`src/rtl/hc_tx_pkg.sv`:
```
// Shared constants for the HC Tx port responder: requester indices, Tx control codes
// and the two-state grant FSM encoding.
package hc_tx_pkg;

    localparam int DEFAULT_NUM_REQ    = 3;
    localparam int DEFAULT_FIFO_DEPTH = 4;

    localparam int REQ_DIRECT = 0;
    localparam int REQ_SOF    = 1;
    localparam int REQ_PKT    = 2;

    localparam logic [7:0] TX_CNTL_LINE_STATE = 8'h00;
    localparam logic [7:0] TX_CNTL_RESUME_END = 8'h05;

    typedef enum logic [0:0] {
        ST_IDLE  = 1'b0,
        ST_GRANT = 1'b1
    } tx_state_e;

endpackage

```
`src/rtl/hc_tx_port_responder_if.sv`:
```
// Requester-facing Req/Gnt/Rdy/WEn/Data/Cntl bundle plus the SIE-facing FIFO head.
// slave = responder side, master = requesters/SIE side.
interface hc_tx_port_responder_if #(
    parameter int NUM_REQ    = 3,
    parameter int FIFO_DEPTH = 4
) ();
    logic [NUM_REQ-1:0]            req;
    logic [NUM_REQ-1:0]            wen;
    logic [8*NUM_REQ-1:0]          data;
    logic [8*NUM_REQ-1:0]          cntl;
    logic [NUM_REQ-1:0]            gnt;
    logic                          rdy;
    logic                          out_valid;
    logic [7:0]                    out_data;
    logic [7:0]                    out_cntl;
    logic                          out_ready;
    logic [$clog2(FIFO_DEPTH):0]   fifo_count;
    logic                          protocol_err;

    modport slave (
        input  req, wen, data, cntl, out_ready,
        output gnt, rdy, out_valid, out_data, out_cntl, fifo_count, protocol_err
    );

    modport master (
        output req, wen, data, cntl, out_ready,
        input  gnt, rdy, out_valid, out_data, out_cntl, fifo_count, protocol_err
    );
endinterface

```
`src/rtl/hc_tx_fifo.sv`:
```
// Synchronous FIFO; count is one bit wider than the pointers so full and empty differ.
// A push while full is only taken when a pop frees the slot in the same cycle.
module hc_tx_fifo #(
    parameter int   WIDTH = 16,
    parameter int   DEPTH = 4,
    localparam int  PW    = $clog2(DEPTH),
    localparam int  CW    = PW + 1
) (
    input  logic             clk,
    input  logic             rst,
    input  logic             push_i,
    input  logic             pop_i,
    input  logic [WIDTH-1:0] wr_data_i,
    output logic [WIDTH-1:0] rd_data_o,
    output logic             full_o,
    output logic             empty_o,
    output logic [CW-1:0]    count_o
);
    logic [WIDTH-1:0] mem_q [DEPTH];
    logic [PW-1:0]    wr_ptr_q;
    logic [PW-1:0]    rd_ptr_q;
    logic [CW-1:0]    count_q;
    logic             do_push_s;
    logic             do_pop_s;

    assign empty_o   = (count_q == CW'(1'b0));
    assign full_o    = (count_q == CW'(DEPTH));
    assign do_pop_s  = pop_i & ~empty_o;
    assign do_push_s = push_i & (~full_o | do_pop_s);
    assign rd_data_o = mem_q[rd_ptr_q];
    assign count_o   = count_q;

    // Storage array; contents need no reset since count gates visibility.
    always_ff @(posedge clk) begin
        if (do_push_s) begin
            mem_q[wr_ptr_q] <= wr_data_i;
        end
    end

    // Pointer and occupancy tracking.
    always_ff @(posedge clk) begin
        if (rst) begin
            wr_ptr_q <= '0;
            rd_ptr_q <= '0;
            count_q  <= '0;
        end else begin
            if (do_push_s) begin
                wr_ptr_q <= wr_ptr_q + PW'(1'b1);
            end
            if (do_pop_s) begin
                rd_ptr_q <= rd_ptr_q + PW'(1'b1);
            end
            case ({do_push_s, do_pop_s})
                2'b10:   count_q <= count_q + CW'(1'b1);
                2'b01:   count_q <= count_q - CW'(1'b1);
                default: count_q <= count_q;
            endcase
        end
    end
endmodule

```
`src/rtl/hc_tx_port_responder.sv`:
```
// Responder for the HC Tx port: fixed-priority grant (index 0 highest, no preemption),
// Rdy pacing with a two-slot margin, {cntl,data} FIFO toward the SIE, sticky protocol error.
module hc_tx_port_responder
    import hc_tx_pkg::*;
#(
    parameter int  NUM_REQ    = DEFAULT_NUM_REQ,
    parameter int  FIFO_DEPTH = DEFAULT_FIFO_DEPTH,
    localparam int CW         = $clog2(FIFO_DEPTH) + 1
) (
    input logic                  clk,
    input logic                  rst,
    hc_tx_port_responder_if.slave bus
);
    tx_state_e          state_q;
    logic [NUM_REQ-1:0] gnt_q;
    logic               err_q;
    logic               err_d;
    logic [NUM_REQ-1:0] pick_s;
    logic [15:0]        wr_data_s;
    logic [15:0]        rd_data_s;
    logic [CW-1:0]      count_s;
    logic               full_s;
    logic               empty_s;
    logic               push_s;
    logic               pop_s;
    logic               illegal_wen_s;

    // Lowest set request index wins; scanning downward lets it overwrite higher ones.
    always_comb begin
        pick_s = '0;
        for (int i = NUM_REQ - 1; i >= 0; i--) begin
            if (bus.req[i]) begin
                pick_s = NUM_REQ'(1'b1) << i;
            end else begin
                pick_s = pick_s;
            end
        end
    end

    // Grant FSM: a dropped request returns to IDLE, forcing a one-cycle gap before the next grant.
    always_ff @(posedge clk) begin
        if (rst) begin
            state_q <= ST_IDLE;
            gnt_q   <= '0;
        end else begin
            case (state_q)
                ST_IDLE: begin
                    if (|bus.req) begin
                        gnt_q   <= pick_s;
                        state_q <= ST_GRANT;
                    end
                end
                ST_GRANT: begin
                    if (~|(bus.req & gnt_q)) begin
                        gnt_q   <= '0;
                        state_q <= ST_IDLE;
                    end
                end
                default: begin
                    gnt_q   <= '0;
                    state_q <= ST_IDLE;
                end
            endcase
        end
    end

    // Write-select mux driven by the registered one-hot grant.
    always_comb begin
        wr_data_s = 16'h0000;
        for (int i = 0; i < NUM_REQ; i++) begin
            if (gnt_q[i]) begin
                wr_data_s = {bus.cntl[8*i +: 8], bus.data[8*i +: 8]};
            end else begin
                wr_data_s = wr_data_s;
            end
        end
    end

    assign push_s        = |(bus.wen & gnt_q);
    assign illegal_wen_s = |(bus.wen & ~gnt_q);
    assign pop_s         = ~empty_s & bus.out_ready;
    assign err_d         = err_q | illegal_wen_s | (push_s & full_s & ~pop_s);

    // Sticky protocol error, cleared only by reset.
    always_ff @(posedge clk) begin
        if (rst) begin
            err_q <= 1'b0;
        end else begin
            err_q <= err_d;
        end
    end

    hc_tx_fifo #(
        .WIDTH (16),
        .DEPTH (FIFO_DEPTH)
    ) u_fifo (
        .clk       (clk),
        .rst       (rst),
        .push_i    (push_s),
        .pop_i     (pop_s),
        .wr_data_i (wr_data_s),
        .rd_data_o (rd_data_s),
        .full_o    (full_s),
        .empty_o   (empty_s),
        .count_o   (count_s)
    );

    // Rdy keeps two free slots so a write issued one cycle after sampling Rdy still fits.
    assign bus.rdy          = (state_q == ST_GRANT) && (count_s <= CW'(FIFO_DEPTH - 2));
    assign bus.gnt          = gnt_q;
    assign bus.out_valid    = ~empty_s;
    assign bus.out_data     = rd_data_s[7:0];
    assign bus.out_cntl     = rd_data_s[15:8];
    assign bus.fifo_count   = count_s;
    assign bus.protocol_err = err_q;
endmodule

```
`src/flat_wrapper.sv`:
```
// flat-port wrapper written by rule: the top's interface ports become plain ports
module hc_tx_port_responder_flat import hc_tx_pkg::*;
#(
    parameter int  NUM_REQ    = DEFAULT_NUM_REQ,
    parameter int  FIFO_DEPTH = DEFAULT_FIFO_DEPTH,
    localparam int CW         = $clog2(FIFO_DEPTH) + 1
)
  (clk, rst, bus_req, bus_wen, bus_data, bus_cntl, bus_out_ready, bus_gnt, bus_rdy, bus_out_valid, bus_out_data, bus_out_cntl, bus_fifo_count, bus_protocol_err);
  hc_tx_port_responder_if #(.NUM_REQ(NUM_REQ), .FIFO_DEPTH(FIFO_DEPTH)) bus_i ();
  input logic clk;
  input logic rst;
  input wire logic [$bits(bus_i.req)-1:0] bus_req;
  input wire logic [$bits(bus_i.wen)-1:0] bus_wen;
  input wire logic [$bits(bus_i.data)-1:0] bus_data;
  input wire logic [$bits(bus_i.cntl)-1:0] bus_cntl;
  input wire logic [$bits(bus_i.out_ready)-1:0] bus_out_ready;
  output wire logic [$bits(bus_i.gnt)-1:0] bus_gnt;
  output wire logic [$bits(bus_i.rdy)-1:0] bus_rdy;
  output wire logic [$bits(bus_i.out_valid)-1:0] bus_out_valid;
  output wire logic [$bits(bus_i.out_data)-1:0] bus_out_data;
  output wire logic [$bits(bus_i.out_cntl)-1:0] bus_out_cntl;
  output wire logic [$bits(bus_i.fifo_count)-1:0] bus_fifo_count;
  output wire logic [$bits(bus_i.protocol_err)-1:0] bus_protocol_err;
  assign bus_i.req = bus_req;
  assign bus_i.wen = bus_wen;
  assign bus_i.data = bus_data;
  assign bus_i.cntl = bus_cntl;
  assign bus_i.out_ready = bus_out_ready;
  assign bus_gnt = bus_i.gnt;
  assign bus_rdy = bus_i.rdy;
  assign bus_out_valid = bus_i.out_valid;
  assign bus_out_data = bus_i.out_data;
  assign bus_out_cntl = bus_i.out_cntl;
  assign bus_fifo_count = bus_i.fifo_count;
  assign bus_protocol_err = bus_i.protocol_err;
  hc_tx_port_responder #(.NUM_REQ(NUM_REQ), .FIFO_DEPTH(FIFO_DEPTH)) u_core (.clk(clk), .rst(rst), .bus(bus_i));
endmodule
```
`config.mk`:
```
export PLATFORM = sky130hd
export DESIGN_NAME = hc_tx_port_responder_flat
export DESIGN_NICKNAME = d
export VERILOG_FILES = /design/src/rtl/hc_tx_pkg.sv /design/src/rtl/hc_tx_port_responder_if.sv /design/src/rtl/hc_tx_fifo.sv /design/src/rtl/hc_tx_port_responder.sv /design/src/flat_wrapper.sv
export SDC_FILE = /design/constraint.sdc
export NUM_CORES = 1
export LEC_CHECK = 0
export CELL_PAD_IN_SITES_DETAIL_PLACEMENT = 0
export CELL_PAD_IN_SITES_GLOBAL_PLACEMENT = 1
export CORE_ASPECT_RATIO = 0.9
export CORE_MARGIN = 2
export CORE_UTILIZATION = 35
export DETAILED_ROUTE_END_ITERATION = 12
export GPL_TIMING_DRIVEN = 0
export HOLD_SLACK_MARGIN = 0.06
export PLACE_DENSITY = 0.71
export SLEW_MARGIN = 20
export SYNTH_ARGS = -nofsm -noshare
export SYNTH_HDL_FRONTEND = slang
export SYNTH_SLANG_ARGS = --single-unit
```
`constraint.sdc`:
```
create_clock -name clk -period 3.2 [get_ports clk]
set_input_delay 0.48 -clock clk [delete_from_list [all_inputs] [get_ports clk]]
set_output_delay 0.48 -clock clk [all_outputs]
set_load 0.05 [all_outputs]
```
==> metrics <==
first-pass GRT wire length 12000 um; initial core utilization 0.365; Overflow after GRT 0; Max Cap Viol 0; Reg area 2200 sq um; core outline area 9210 sq um; most frequent cell after synthesis edfxtp_1; pre-CTS WS 0.184 ns; initial antenna violation count 0; Warnings, synthesis 0; syn avg cell area about 14 sq um; 1st-pass router iterations 4; Hold WC Path Type reg -> reg; port bufs 80; Synth cell types 34; syn nets a little under 300; GP Congestion 0.722; Max VDD drop 0.000185 V; CTS resizes 1; share of cells above drive strength 1 0.107; min Tclk post-route 2.98 ns; vias in the first global route around 2300; multi-input logic area roughly 1100 sq um; final setup fails 0; Synth Instances 232; clk_skew 0.0109 ns; die area roughly 10000 sq um; setup repair bufs after CTS 0; DRT antenna net count 0; worst setup margin between 0.2 and 0.25 ns; power per cell area 474 nW/um^2; WHS 0.536 ns; number of synthesized flops with an enable pin between 60 and 70; fill cell count ~820; 1st-iter DRT viols just over 80; Switching Power 558 uW; Vias 2248; Flop pwr share 0.539; CP endpoint kind output pin; fin crit share 0.932; Slew headroom 0.424; setup TNS 0 ns; DRT Wirelength 7790 um; worst r2r src u_core.bus.gnt[2]$_SDFFE_PP0P_; Mapped Area 3360 sq um; crit start category flip-flop; CP Max Fanout 10; Worst-path clk slew 0.07 ns; clk buf depth 2; R2R Path End u_core.u_fifo.count_o[2]$_SDFFE_PP0P_; # hold bufs at CTS 0; FF-to-FF setup slack between 0.7 and 0.8 ns; # DRC 0; CTS Buf Count 9; Worst Tran Pin Value 0.865 ns; CTS tree done; clk sinks 78; nets 385; Max Freq 335 MHz; Post-synth top cells edfxtp_1 (64), nand2_1 (24), o21ai_0 (19), a22oi_1 (16), mux4_2 (16); Antenna diodes 0; WP data arrival 2.50 ns; cell depth of the worst flop-to-flop path 8; Switching Share 0.263; Die Wd 107 um; ys async rst share 0; status finished clean; Ports 82; RSZ-0062 raised after global routing no; Main synth FF type edfxtp_1; fin. max-slew vios 0; Seq cells post-synth a little under 80; pin count of the biggest net entering global routing 17; final hold violation count 0; final core utilization 0.487; CP Class reg -> out; DPL Wire Length 5640 um; wire length per cell around 17 um; Worst Setup EP bus_out_data[5]; worst path required time 2.72 ns; H-tree Lvls 3; Clock power frac 0.292; Clock Latency Late Sink 0.35 ns; Total GRT Usage 0.156; Internal Power between 1.5 and 2 mW; DR vias/cell 5.01; Die Y roughly 97 um; Combinational Power Share 0.169; area leader, netlist edfxtp_1; post-synthesis sequential area ratio 0.655; Pleak 1.42 nW; ranking of synthesized cells by area edfxtp_1 (57%), mux4_2 (11%), dfxtp_1 (8.3%), a22oi_1 (3.6%), o21ai_0 (2.8%); share of the synthesized area in the top cell type 0.572; FP Rows 33; Clk Tree Root Cell clkbuf_8; area delta synth->final 33.3%
[final cells by class]
| class | instances | share of cell area |
|---|---|---|
| Sequential cell | 78 | 0.491 |
| Buffer | 16 | 0.0173 |
| Tap cell | 122 | 0.0341 |
| Inverter | 8 | 0.00670 |
| Multi-Input combinational cell | 130 | 0.235 |
| Clock inverter | 6 | 0.00866 |
| Clock buffer | 9 | 0.0276 |
| Timing Repair Buffer | 80 | 0.179 |
[worst min-delay path by stage]
stage	from	end	slack [ns]	depth (start not counted)
3_3_place_gp	u_core.u_fifo.rd_ptr_q[1]$_SDFFE_PP0P_	u_core.u_fifo.rd_ptr_q[1]$_SDFFE_PP0P_	0.50	2
5_1_grt	u_core.u_fifo.rd_ptr_q[1]$_SDFFE_PP0P_	u_core.u_fifo.rd_ptr_q[1]$_SDFFE_PP0P_	0.56	2
4_1_cts	u_core.state_q$_SDFF_PP0_	u_core.state_q$_SDFF_PP0_	0.54	1
2_1_floorplan	u_core.state_q$_SDFF_PP0_	u_core.state_q$_SDFF_PP0_	0.48	1
3_5_place_dp	u_core.u_fifo.rd_ptr_q[1]$_SDFFE_PP0P_	flip-flop	0.53	2
6_report	u_core.state_q$_SDFF_PP0_	u_core.state_q$_SDFF_PP0_	0.54	1
[power by group through the flow]
stage	combinational (mW)	sequential [mW]	clock [mW]
4_1_cts	0.363	1.15	0.634
6_report	0.359	1.15	0.620
2_1_floorplan	0.194	1.18	0
5_1_grt	0.385	1.15	0.673
3_3_place_gp	0.357	1.17	0
3_5_place_dp	0.362	1.17	0
[metal layers]
metal  vias up  part of all wire  GRT usage
met1      1107              0.42      0.189
met5         -                 0          0
met2        57              0.52      0.262
met4         0             0.018     0.0599
li1       1074                 -          -
met3        10             0.047     0.0451
[critical path, cell delays in order, from the launching register on]
cell	delay [ns]
dfxtp_1	0.30
buf_2	0.24
clkbuf_4	0.33
mux4_2	0.55
clkdlybuf4s50_1	0.73
[kinds of logic after synthesis]
logic type	count (synthesis)	synth area share
fa+ha+maj	5	0.0208
mux	18	0.113
compound gates	54	0.103
xor+xnor	5	0.0130
simple gates	48	0.0640
buf+inv	24	0.0309
flops	78	0.655
[state kept, by name, summed over array words and instances, names as in the netlist, named ones only]
signal and cells:
u_core.u_fifo.wr_ptr_q 2, u_core.u_fifo.mem_q 64, u_core.u_fifo.count_o 3, u_core.bus.protocol_err 1
u_core.state_q 1, u_core.u_fifo.rd_ptr_q 2, u_core.bus.gnt 3
[placed cells by master, fill, tap and decap left out, types with 2 or more instances in the layout]
cell type | netlist | layout
a211oi_1 | 2 | 2
a21oi_1 | 8 | 8
a222oi_1 | 2 | 2
a22oi_1 | 16 | 16
a31oi_1 | 2 | 2
and2_1 | 4 | 4
clkbuf_1 | 12 | 11
clkbuf_8 | 0 | 9
clkdlybuf4s50_1 | 0 | 80
clkinv_2 | 0 | 2
dfxtp_1 | 14 | 14
edfxtp_1 | 64 | 64
ha_1 | 4 | 4
inv_1 | 8 | 8
mux2i_1 | 2 | 2
mux4_2 | 16 | 16
nand2_1 | 24 | 24
nor2_1 | 9 | 9
nor3_1 | 3 | 3
nor4_1 | 2 | 2
o21ai_0 | 19 | 19
or3_1 | 2 | 2
xnor2_1 | 4 | 4
[metrics by stage]
| stage | std cells | instance area [sq um] | total power, mW |
|---|---|---|---|
| final | 449 | 4480 | 2.12 |
| after global routing | 449 | 4480 | 2.21 |
| after CTS | 449 | 4480 | 2.14 |
| after detailed placement | 434 | 4310 | 1.53 |
| after global placement | 434 | 4310 | 1.52 |
| after floorplan | 232 | 3360 | 1.37 |
Power figures use the tool's default switching activity.
